==> config.mk <==
export PLATFORM = sky130hd
export DESIGN_NAME = drive_ram_arbiter_flat
export DESIGN_NICKNAME = d
export VERILOG_FILES = /design/src/rtl/drive_ram_arbiter_pkg.sv /design/src/rtl/drive_ram_arbiter_if.sv /design/src/rtl/drive_ram_arbiter_rr.sv /design/src/rtl/drive_ram_arbiter.sv /design/src/flat_wrapper.sv
export SDC_FILE = /design/constraint.sdc
export NUM_CORES = 1
export LEC_CHECK = 0
export CORE_MARGIN = 1.5
export CORE_UTILIZATION = 55
export DETAILED_ROUTE_END_ITERATION = 6
export PLACE_DENSITY_LB_ADDON = 0.12
export SLEW_MARGIN = 5
export SYNTH_ARGS = -nofsm -noshare
export SYNTH_HDL_FRONTEND = slang
export SYNTH_SLANG_ARGS = --single-unit
==> constraint.sdc <==
create_clock -name clk_logic -period 5.41 [get_ports clk_logic]
set_input_delay 0.8115 -clock clk_logic [delete_from_list [all_inputs] [get_ports clk_logic]]
set_output_delay 0.8115 -clock clk_logic [all_outputs]
set_load 0.01 [all_outputs]
==> src/rtl/drive_ram_arbiter_pkg.sv <==
`default_nettype none
// ============================================================================
// Module  : drive_ram_arbiter_pkg
// Brief   : Shared types and constants for the drive RAM read arbiter.
// Revision: 1.0 - initial release
// ============================================================================
package drive_ram_arbiter_pkg;

    localparam int DRIVE_RAM_TIMEOUT_DEFAULT = 255;
    localparam int DRIVE_RAM_DATA_W          = 32;
    localparam int DRIVE_RAM_CNT_W           = 8;

    typedef enum logic [1:0] {
        ST_IDLE  = 2'd0,
        ST_ISSUE = 2'd1,
        ST_WAIT  = 2'd2
    } arb_state_e;

    // Next client index in round-robin order, wrapping at n-1.
    function automatic int rr_next(input int idx, input int n);
        return (idx >= n - 1) ? 0 : idx + 1;
    endfunction

endpackage
`default_nettype wire

==> src/rtl/drive_ram_arbiter_if.sv <==
`default_nettype none
// ============================================================================
// Module  : drive_ram_arbiter_if
// Brief   : Client request/response and SDRAM port bundle for the arbiter.
// Revision: 1.0 - initial release
// ============================================================================
interface drive_ram_arbiter_if #(
    parameter int NUM_CLIENTS = 2,
    parameter int ADDR_W      = 21
);
    logic [NUM_CLIENTS-1:0]             rd_i;
    logic [NUM_CLIENTS-1:0][ADDR_W-1:0] addr_i;
    logic [NUM_CLIENTS-1:0][31:0]       q_o;
    logic [NUM_CLIENTS-1:0]             ack_o;
    logic [NUM_CLIENTS-1:0]             err_o;
    logic [ADDR_W-1:0]                  mem_addr_o;
    logic                               mem_rd_o;
    logic                               mem_ready_i;
    logic [31:0]                        mem_q_i;
    logic                               mem_valid_i;
    logic                               busy_o;

    // Arbiter side
    modport slave (
        input  rd_i, addr_i, mem_ready_i, mem_q_i, mem_valid_i,
        output q_o, ack_o, err_o, mem_addr_o, mem_rd_o, busy_o
    );

    // Clients plus SDRAM side
    modport master (
        output rd_i, addr_i, mem_ready_i, mem_q_i, mem_valid_i,
        input  q_o, ack_o, err_o, mem_addr_o, mem_rd_o, busy_o
    );
endinterface
`default_nettype wire

==> src/rtl/drive_ram_arbiter_rr.sv <==
`default_nettype none
// ============================================================================
// Module  : rr_arbiter
// Brief   : Combinational round-robin picker; one-hot grant after last_i.
// Revision: 1.0 - initial release
// ============================================================================
module rr_arbiter
    import drive_ram_arbiter_pkg::*;
#(
    parameter int NUM_CLIENTS = 2,
    parameter int CLIENT_W    = 1
) (
    input  logic [NUM_CLIENTS-1:0] req_i,
    input  logic [CLIENT_W-1:0]    last_i,
    output logic [NUM_CLIENTS-1:0] grant_o
);

    int idx;

    always_comb begin
        grant_o = '0;
        idx     = int'(last_i);
        for (int k = 0; k < NUM_CLIENTS; k++) begin
            idx = rr_next(idx, NUM_CLIENTS);
            if (req_i[idx] && (grant_o == '0)) begin
                grant_o[idx] = 1'b1;
            end
        end
    end

endmodule
`default_nettype wire

==> src/rtl/drive_ram_arbiter.sv <==
`default_nettype none
// ============================================================================
// Module  : drive_ram_arbiter
// Brief   : Multi-client SDRAM read arbiter with per-client one-entry cache.
// Revision: 1.0 - initial release
// ============================================================================
module drive_ram_arbiter
    import drive_ram_arbiter_pkg::*;
#(
    parameter int NUM_CLIENTS = 2,
    parameter int ADDR_W      = 21,
    parameter int TIMEOUT     = DRIVE_RAM_TIMEOUT_DEFAULT
) (
    input  logic                clk_logic,
    input  logic                system_reset,
    drive_ram_arbiter_if.slave  bus
);

    localparam int CLIENT_W = (NUM_CLIENTS > 1) ? $clog2(NUM_CLIENTS) : 1;
    localparam logic [DRIVE_RAM_CNT_W-1:0] TIMEOUT_LAST = DRIVE_RAM_CNT_W'(TIMEOUT - 1);
    localparam logic [CLIENT_W-1:0]        LAST_RESET   = CLIENT_W'(NUM_CLIENTS - 1);

    arb_state_e                          state_q, state_d;
    logic [NUM_CLIENTS-1:0]              pend_q, pend_d;
    logic [NUM_CLIENTS-1:0][ADDR_W-1:0]  paddr_q, paddr_d;
    logic [NUM_CLIENTS-1:0]              cval_q, cval_d;
    logic [NUM_CLIENTS-1:0][ADDR_W-1:0]  caddr_q, caddr_d;
    logic [NUM_CLIENTS-1:0][31:0]        data_q, data_d;
    logic [NUM_CLIENTS-1:0]              ack_q, ack_d;
    logic [NUM_CLIENTS-1:0]              err_q, err_d;
    logic                                mem_rd_q, mem_rd_d;
    logic [ADDR_W-1:0]                   mem_addr_q, mem_addr_d;
    logic [DRIVE_RAM_CNT_W-1:0]          cnt_q, cnt_d;
    logic [CLIENT_W-1:0]                 last_q, last_d;

    logic [NUM_CLIENTS-1:0]              rd_hit;
    logic [NUM_CLIENTS-1:0]              pend_hit;
    logic [NUM_CLIENTS-1:0]              arb_req;
    logic [NUM_CLIENTS-1:0]              arb_grant;
    logic [CLIENT_W-1:0]                 gnt_idx;

    // A pending address can become a hit when an in-flight fetch of the
    // same client lands on it; those complete locally instead of re-fetching.
    always_comb begin
        rd_hit   = '0;
        pend_hit = '0;
        for (int c = 0; c < NUM_CLIENTS; c++) begin
            rd_hit[c]   = bus.rd_i[c] && cval_q[c] && (bus.addr_i[c] == caddr_q[c]);
            pend_hit[c] = pend_q[c] && cval_q[c] && (paddr_q[c] == caddr_q[c]);
        end
    end

    assign arb_req = pend_q & ~pend_hit;

    rr_arbiter #(
        .NUM_CLIENTS (NUM_CLIENTS),
        .CLIENT_W    (CLIENT_W)
    ) u_rr (
        .req_i   (arb_req),
        .last_i  (last_q),
        .grant_o (arb_grant)
    );

    always_comb begin
        gnt_idx = '0;
        for (int c = 0; c < NUM_CLIENTS; c++) begin
            if (arb_grant[c]) begin
                gnt_idx = CLIENT_W'(c);
            end
        end
    end

    always_comb begin
        state_d    = state_q;
        pend_d     = pend_q;
        paddr_d    = paddr_q;
        cval_d     = cval_q;
        caddr_d    = caddr_q;
        data_d     = data_q;
        ack_d      = '0;
        err_d      = err_q;
        mem_rd_d   = mem_rd_q;
        mem_addr_d = mem_addr_q;
        cnt_d      = cnt_q;
        last_d     = last_q;

        for (int c = 0; c < NUM_CLIENTS; c++) begin
            if (pend_hit[c]) begin
                ack_d[c]  = 1'b1;
                pend_d[c] = 1'b0;
            end
        end

        case (state_q)
            ST_IDLE: begin
                if (|arb_req) begin
                    state_d          = ST_ISSUE;
                    last_d           = gnt_idx;
                    mem_rd_d         = 1'b1;
                    mem_addr_d       = paddr_q[gnt_idx];
                    pend_d[gnt_idx]  = 1'b0;
                end
            end
            ST_ISSUE: begin
                if (bus.mem_ready_i) begin
                    state_d  = ST_WAIT;
                    mem_rd_d = 1'b0;
                    cnt_d    = '0;
                end
            end
            ST_WAIT: begin
                if (bus.mem_valid_i) begin
                    state_d         = ST_IDLE;
                    data_d[last_q]  = bus.mem_q_i;
                    cval_d[last_q]  = 1'b1;
                    caddr_d[last_q] = mem_addr_q;
                    ack_d[last_q]   = 1'b1;
                    err_d[last_q]   = 1'b0;
                end else if (cnt_q == TIMEOUT_LAST) begin
                    state_d         = ST_IDLE;
                    cval_d[last_q]  = 1'b0;
                    ack_d[last_q]   = 1'b1;
                    err_d[last_q]   = 1'b1;
                end else begin
                    cnt_d = cnt_q + 1'b1;
                end
            end
            default: state_d = ST_IDLE;
        endcase

        // New requests are applied last so they override the grant-time
        // clear; a request arriving mid-flight re-arbitrates afterwards.
        for (int c = 0; c < NUM_CLIENTS; c++) begin
            if (bus.rd_i[c]) begin
                if (rd_hit[c]) begin
                    ack_d[c]  = 1'b1;
                    pend_d[c] = 1'b0;
                end else begin
                    pend_d[c]  = 1'b1;
                    paddr_d[c] = bus.addr_i[c];
                end
            end
        end
    end

    always_ff @(posedge clk_logic) begin
        if (system_reset) begin
            state_q    <= ST_IDLE;
            pend_q     <= '0;
            paddr_q    <= '0;
            cval_q     <= '0;
            caddr_q    <= '0;
            data_q     <= '0;
            ack_q      <= '0;
            err_q      <= '0;
            mem_rd_q   <= 1'b0;
            mem_addr_q <= '0;
            cnt_q      <= '0;
            last_q     <= LAST_RESET;
        end else begin
            state_q    <= state_d;
            pend_q     <= pend_d;
            paddr_q    <= paddr_d;
            cval_q     <= cval_d;
            caddr_q    <= caddr_d;
            data_q     <= data_d;
            ack_q      <= ack_d;
            err_q      <= err_d;
            mem_rd_q   <= mem_rd_d;
            mem_addr_q <= mem_addr_d;
            cnt_q      <= cnt_d;
            last_q     <= last_d;
        end
    end

    assign bus.q_o        = data_q;
    assign bus.ack_o      = ack_q;
    assign bus.err_o      = err_q;
    assign bus.mem_rd_o   = mem_rd_q;
    assign bus.mem_addr_o = mem_addr_q;
    assign bus.busy_o     = (state_q != ST_IDLE) || (|pend_q);

endmodule
`default_nettype wire

==> src/flat_wrapper.sv <==
// flat-port wrapper written by rule: the top's interface ports become plain ports
module drive_ram_arbiter_flat import drive_ram_arbiter_pkg::*;
#(
    parameter int NUM_CLIENTS = 2,
    parameter int ADDR_W      = 21,
    parameter int TIMEOUT     = DRIVE_RAM_TIMEOUT_DEFAULT
)
  (clk_logic, system_reset, bus_rd_i, bus_addr_i, bus_mem_ready_i, bus_mem_q_i, bus_mem_valid_i, bus_q_o, bus_ack_o, bus_err_o, bus_mem_addr_o, bus_mem_rd_o, bus_busy_o);
  drive_ram_arbiter_if #(.NUM_CLIENTS(NUM_CLIENTS), .ADDR_W(ADDR_W)) bus_i ();
  input  logic clk_logic;
  input  logic system_reset;
  input wire logic [$bits(bus_i.rd_i)-1:0] bus_rd_i;
  input wire logic [$bits(bus_i.addr_i)-1:0] bus_addr_i;
  input wire logic [$bits(bus_i.mem_ready_i)-1:0] bus_mem_ready_i;
  input wire logic [$bits(bus_i.mem_q_i)-1:0] bus_mem_q_i;
  input wire logic [$bits(bus_i.mem_valid_i)-1:0] bus_mem_valid_i;
  output wire logic [$bits(bus_i.q_o)-1:0] bus_q_o;
  output wire logic [$bits(bus_i.ack_o)-1:0] bus_ack_o;
  output wire logic [$bits(bus_i.err_o)-1:0] bus_err_o;
  output wire logic [$bits(bus_i.mem_addr_o)-1:0] bus_mem_addr_o;
  output wire logic [$bits(bus_i.mem_rd_o)-1:0] bus_mem_rd_o;
  output wire logic [$bits(bus_i.busy_o)-1:0] bus_busy_o;
  assign bus_i.rd_i = bus_rd_i;
  assign bus_i.addr_i = bus_addr_i;
  assign bus_i.mem_ready_i = bus_mem_ready_i;
  assign bus_i.mem_q_i = bus_mem_q_i;
  assign bus_i.mem_valid_i = bus_mem_valid_i;
  assign bus_q_o = bus_i.q_o;
  assign bus_ack_o = bus_i.ack_o;
  assign bus_err_o = bus_i.err_o;
  assign bus_mem_addr_o = bus_i.mem_addr_o;
  assign bus_mem_rd_o = bus_i.mem_rd_o;
  assign bus_busy_o = bus_i.busy_o;
  drive_ram_arbiter #(.NUM_CLIENTS(NUM_CLIENTS), .ADDR_W(ADDR_W), .TIMEOUT(TIMEOUT)) u_core (.clk_logic(clk_logic), .system_reset(system_reset), .bus(bus_i));
endmodule
======== Yosys cells after proc, flatten, opt, wreduce, memory -nomap -nowiden ========
Index checks and enable logic that the tools add are counted.
Widths: inputs -> output; s select.
word-level totals
  word-level logic and storage cells ...... 143
  register bits after elaboration ......... 189
operators by class
  $add $sub $neg .......................... 3
  reductions and logical operators ........ 30
  equal/unequal tests ..................... 12
  $lt $le $gt $ge ......................... 10
  bitwise gates (word level) .............. 13
  multiplexer cells ....................... 60
operators with widths
  cell                 number
  $eq 21x21->1         4
  $bwmux 64            1
  $mux 21              3
  $bwmux 42            1
  $demux 32 s1         1
  $mux 2               16
  $mux 32              1
  $mux 1               25
  $mux 8               3
  $demux 21 s1         1
  $pmux 8 s2           1
  $logic_and 1x1->1    13
  $reduce_and 2->1     5
  $add 8x1->8 const B  1
  $and 2x2->2          4
  $eq 8x8->1 const B   1
  $or 2x2->2           4
  $reduce_bool 2->1    4
  $ne 2x2->1 const B   3
  $not 2->2            3
  $pmux 2 s3           1
  $reduce_and 3->1     2
  $demux 1 s1          4
  $ge 2x1->1 const B   2
  other kinds (18)     24

======== Longest topological paths before layout ========
  word-level depth ........................ 21
  mapped depth ............................ 8

======== Modules after synthesis ========
Synthesis repeated with hierarchy kept, for this count alone.
unflattened totals
  cells, all modules ...................... 942
  area total of the unflattened synthesis .. 8,006.4 µm²
by module, submodules not included
  module             area an instance (µm²)  cells each  instances  sequential area each (µm²)
  drive_ram_arbiter  7,987.7                 939         1          3,783.6
  rr_arbiter         18.8                    3           1          0.0

======== Worst setup path after synthesis ========
No wires, ideal clock.
  kind .................................... input-to-reg
  start ................................... input port bus_addr_i[34]
  end ..................................... register u_core.paddr_q[22] (netlist bit)
  setup slack ............................. 3,176 ps
  setup time .............................. 128 ps
  stages on the path ...................... 7
  data required time ...................... 5,282 ps
  data arrival time ....................... 2,107 ps
  cell sequence ........................... xor2_1 nor4_1 nand4_1 o21ai_1 buf_4 mux2i_1 nor2_1
on the way
  cells in the longest elaborated chain, start to end .. 4
ends and longest elaborated chain
  what                               RTL line                  RTL
  start: declaration                 flat_wrapper.sv:13        input wire logic [$bits(bus_i.addr_i)-1:0] bus_addr_i;
  $eq 21x21->1                       drive_ram_arbiter.sv:48   rd_hit[c] = bus.rd_i[c] && cval_q[c] && (bus.addr_i[c] == caddr_q[c]);
  $logic_and 1x1->1                  drive_ram_arbiter.sv:48
  $not 1->1 (no source line)         --
  $reduce_and 2->1 (no source line)  --
  end signal: assignment             drive_ram_arbiter.sv:163  paddr_q <= paddr_d;
  end: declaration                   drive_ram_arbiter.sv:25   logic [NUM_CLIENTS-1:0][ADDR_W-1:0] paddr_q, paddr_d;
No other way between the ends.
A chain may end at the register's enable or synchronous reset.

======== Worst setup path after layout ========
  start ................................... input port bus_addr_i[39]
  end ..................................... register u_core.paddr_q[22] (netlist bit)
Same word-level chain as after synthesis.

==> results.md <==
## Logic synthesis
• cell type contributing the most total cell area after synthesis: dfxtp_1
• mux contribution to synthesized area: 5.246%
• Main synth FF type: dfxtp_1
• count of warnings emitted by yosys: 0
• xor and xnor area share after synthesis: 9.727%
• dominant combinational cell family by area after synthesis: simple AND/OR/NAND/NOR gates
• proportion of synthesized chip area in sequential cells: 47.21%
• post-synth net total: 1041
• simple logic cell fraction of the synthesized area: 21.19%
• cell with the most instances after synthesis: nand2_1
• share of synthesized registers carrying an async set or reset: 0%
• FF+latch count, synth: 189
• cell types with the highest counts after synthesis: nand2_1, dfxtp_1, a21oi_1
• share of synthesized cell area in full adder, half adder and majority cells: 0.3123%
• number of flops mapped to enable cells by yosys: 0
• cell types with the largest area share after synthesis: dfxtp_1, nand2_1, a21oi_1
• share of the synthesized area in compound gates (AO/OA/AOI/OAI): 12.65%
• number of distinct standard cells referenced by the synthesized netlist: 47
• synthesized area: 8014 sq um
• synthesized area divided by synthesized cell count: 8.357 sq um
• Synth top area share: 47.21%
• instance count of the mapped netlist: 959

## Clock network
• Root Buffer Master: clkbuf_16
• number of post-CTS setup repair buffers: 0
• CTS clock-pin slew for the worst setup and hold paths: 70 ps
• worst skew pair latency: 430 ps
• Post-CTS Hold Fix Bufs: 0
• buffer depth of the longest clock path: 2
• clock sink count: 189
• CTS Buf Count: 17
• post-CTS resize count: 0
• CTS H-Tree Depth: 4
• CTS tree: built

## Floorplanning
• height of the die: 123.7 um
• die footprint: 15300 sq um
• I/O pins: 171
• number of standard-cell rows in the floorplan: 43
• placeable core region: 14040 sq um
• horizontal extent of the die: 123.7 um
• initial cell density of the core: 57.07%

## Power and ir drop
• static leakage: 3.789 nW
• Comb power frac: 11.1%
• fraction of power spent switching nets: 25.10%
• sequential cell fraction of total power: 47.3%
• Power per Cell Area: 306.4 nW/um^2
• Clock power frac: 41.6%
• switching pwr: 0.7980 mW
• Internal Dissipation: 2.382 mW
• worst supply voltage drop on vdd: 0.2713 mV

## Timing
• maximum clock frequency: 0.3416 GHz
• setup repair after global routing missed its margin: no
• final worst clock skew: 9.185 ps
• period utilisation layout: 54.11%
• Finish-stage setup viols: 0
• Max transition margin: 26.51%
• number of hold-slack violations in the final timing report: 0
• Worst Max-Slew Pin Slew: 1102 ps
• fin crit period: 2928 ps
• Final TNS setup: 0 ps
• max-slew violation count: 0

## Global route
• number of global-route vias before repair: 6511
• Congestion Overflow GR: 0
• antenna violations before repair: 0
• global-route wire length before repair: 34510 um
• Overall Global Routing Usage: 29.36%
• pin count of the biggest net entering global routing: 73

## Status
• outcome: finished clean

## Detailed routing
• wire length reported by the detailed router: 22540 um
• Initial DRC Count: 726
• number of nets with antenna violations after routing: 0
• vias per std cell: 5.646
• detailed-route wire length per cell: 17.53 um
• total number of vias: 7261
• detailed-route DRC error count: 0
• drt first pass iters: 6

## Cells and area
• fraction of final layout cells with drive strength greater than 1: 5.063%
• fraction of the core area covered by cells at the end of the flow: 73.90%
• fill cell total of the finished layout: 1101
• area occupied by multi-input gates: 3958 sq um
• total number of nets in the final design: 1175
• Antenna Diode Count: 0
• Seq. cell area: 3784 sq um
• Layout Cells excl Fill: 1286
• Area Growth Syn to Fin: 29.49%

## Setup path
• CP max-delay cell: o21ai_2
• largest stage delay on the critical path: 500 ps
• Worst setup SP type: primary input
• number of buffer and inverter stages on the critical path: 2
• worst path required time: 5710 ps
• Critical Path Sink Type: flop
• gate family responsible for the most delay along the worst path: buffers and inverters
• crit path DAT: 3230 ps
• list of cells traversed by the critical path: clkdlybuf4s50_1, xor2_1, nor4_1, nand4_1, o21ai_2, buf_4, mux2i_1, nor2_1
• crit path max fanout: 14
• Worst Setup Path Type: primary input to flop

## Placement
• Port Buf Inserts: 170
• total placed cells including tap cells: 1254
• routability cong.: 0.8591
• DPL Wire Length: 15830 um

## Flow run
• reported max-cap violation count: 0

## Min path
• class of the worst hold path: flop to flop

-- through the flow --
step | instance area (sq um) | total power [mW] | setup slack, ps | hold WS, ps
after global routing | 10380 | 3.264 | 2343 | 465.6
after CTS | 10380 | 3.177 | 2529 | 455.3
after detailed placement | 9752 | 1.879 | 2099 | 445.3
after floorplan | 8014 | 1.701 | 3176 | 471.6
after global placement | 9752 | 1.874 | 2191 | 441.2
final | 10380 | 3.180 | 2483 | 453.1
-- worst reg2reg max path, cell delays in order (launching register included) --
cell      delay [ps]
dfxtp_1          410
xor2_1           300
nor4_1            90
and4_4           220
a21oi_2          780
or2_1            690
a311oi_1         220
-- logic make-up after synthesis --
| logic type | after synthesis |
|---|---|
| XOR/XNOR | 89 |
| flip-flops | 189 |
| multiplexers | 42 |
| AO/OA/AOI/OAI | 177 |
| buffers and inverters | 69 |
| adder cells (fa/ha/maj) | 2 |
| AND/OR/NAND/NOR | 391 |
-- power groups by stage --
| stage | clock [mW] | sequential (mW) | combinational [mW] |
|---|---|---|---|
| final | 1.32 | 1.50 | 0.353 |
| after global routing | 1.38 | 1.51 | 0.380 |
| after CTS | 1.33 | 1.50 | 0.351 |
| after detailed placement | 0 | 1.53 | 0.349 |
| after global placement | 0 | 1.53 | 0.344 |
| after floorplan | 0 | 1.52 | 0.185 |
-- routing by layer --
metal / routed length, um / GRT usage (%)
met5: 0 / 0
met4: 479 / 9.483
met3: 1798 / 5.952
met2: 10200 / 44.20
met1: 10070 / 42.22
-- layout by cell type (no fill, tap or decap), types with 4 or more instances in the layout --
cell,n
nor3_1,25
clkbuf_16,17
xnor2_1,25
clkinvlp_4,4
mux2i_1,42
o21ai_1,4
a311oi_1,20
buf_4,10
o21ai_0,19
nand2_1,224
xor2_1,64
a21oi_1,119
nand3_1,24
nand4_1,13
inv_1,5
clkdlybuf4s50_1,169
nor2_1,62
dfxtp_1,189
nor4_1,22
-- layout make-up --
cell class / instances / area share (%)
Inverter: 5 / 0.1809
Tap cell: 180 / 2.170
Multi-Input combinational cell: 701 / 38.14
Clock buffer: 21 / 4.533
Clock inverter: 11 / 1.495
Sequential cell: 189 / 36.46
Timing Repair Buffer: 179 / 17.02
-- registers in the layout (all words and copies together), names as in the netlist, named ones only --
register / cells
u_core.paddr_q: 42
u_core.bus.mem_rd_o: 1
u_core.cnt_q: 8
u_core.bus.ack_o: 2
u_core.last_q: 1
u_core.state_q: 2
u_core.caddr_q: 42
u_core.bus.q_o: 64
u_core.pend_q: 2
u_core.bus.mem_addr_o: 21
-- path summary, 6_finish.rpt --
path / slack [ps] / from / cells after the start / end
hold reg to reg: 450 / u_core.bus.q_o[28] / 2 / u_core.bus.q_o[28]
hold / removal: 450 / u_core.bus.q_o[28] / 2 / u_core.bus.q_o[28]
setup / recovery: 2480 / bus_addr_i[39] / 8 / u_core.paddr_q[22]
setup reg to reg: 2540 / u_core.paddr_q[10] / 6 / u_core.bus.mem_addr_o[14]
Power figures use the tool's default switching activity.
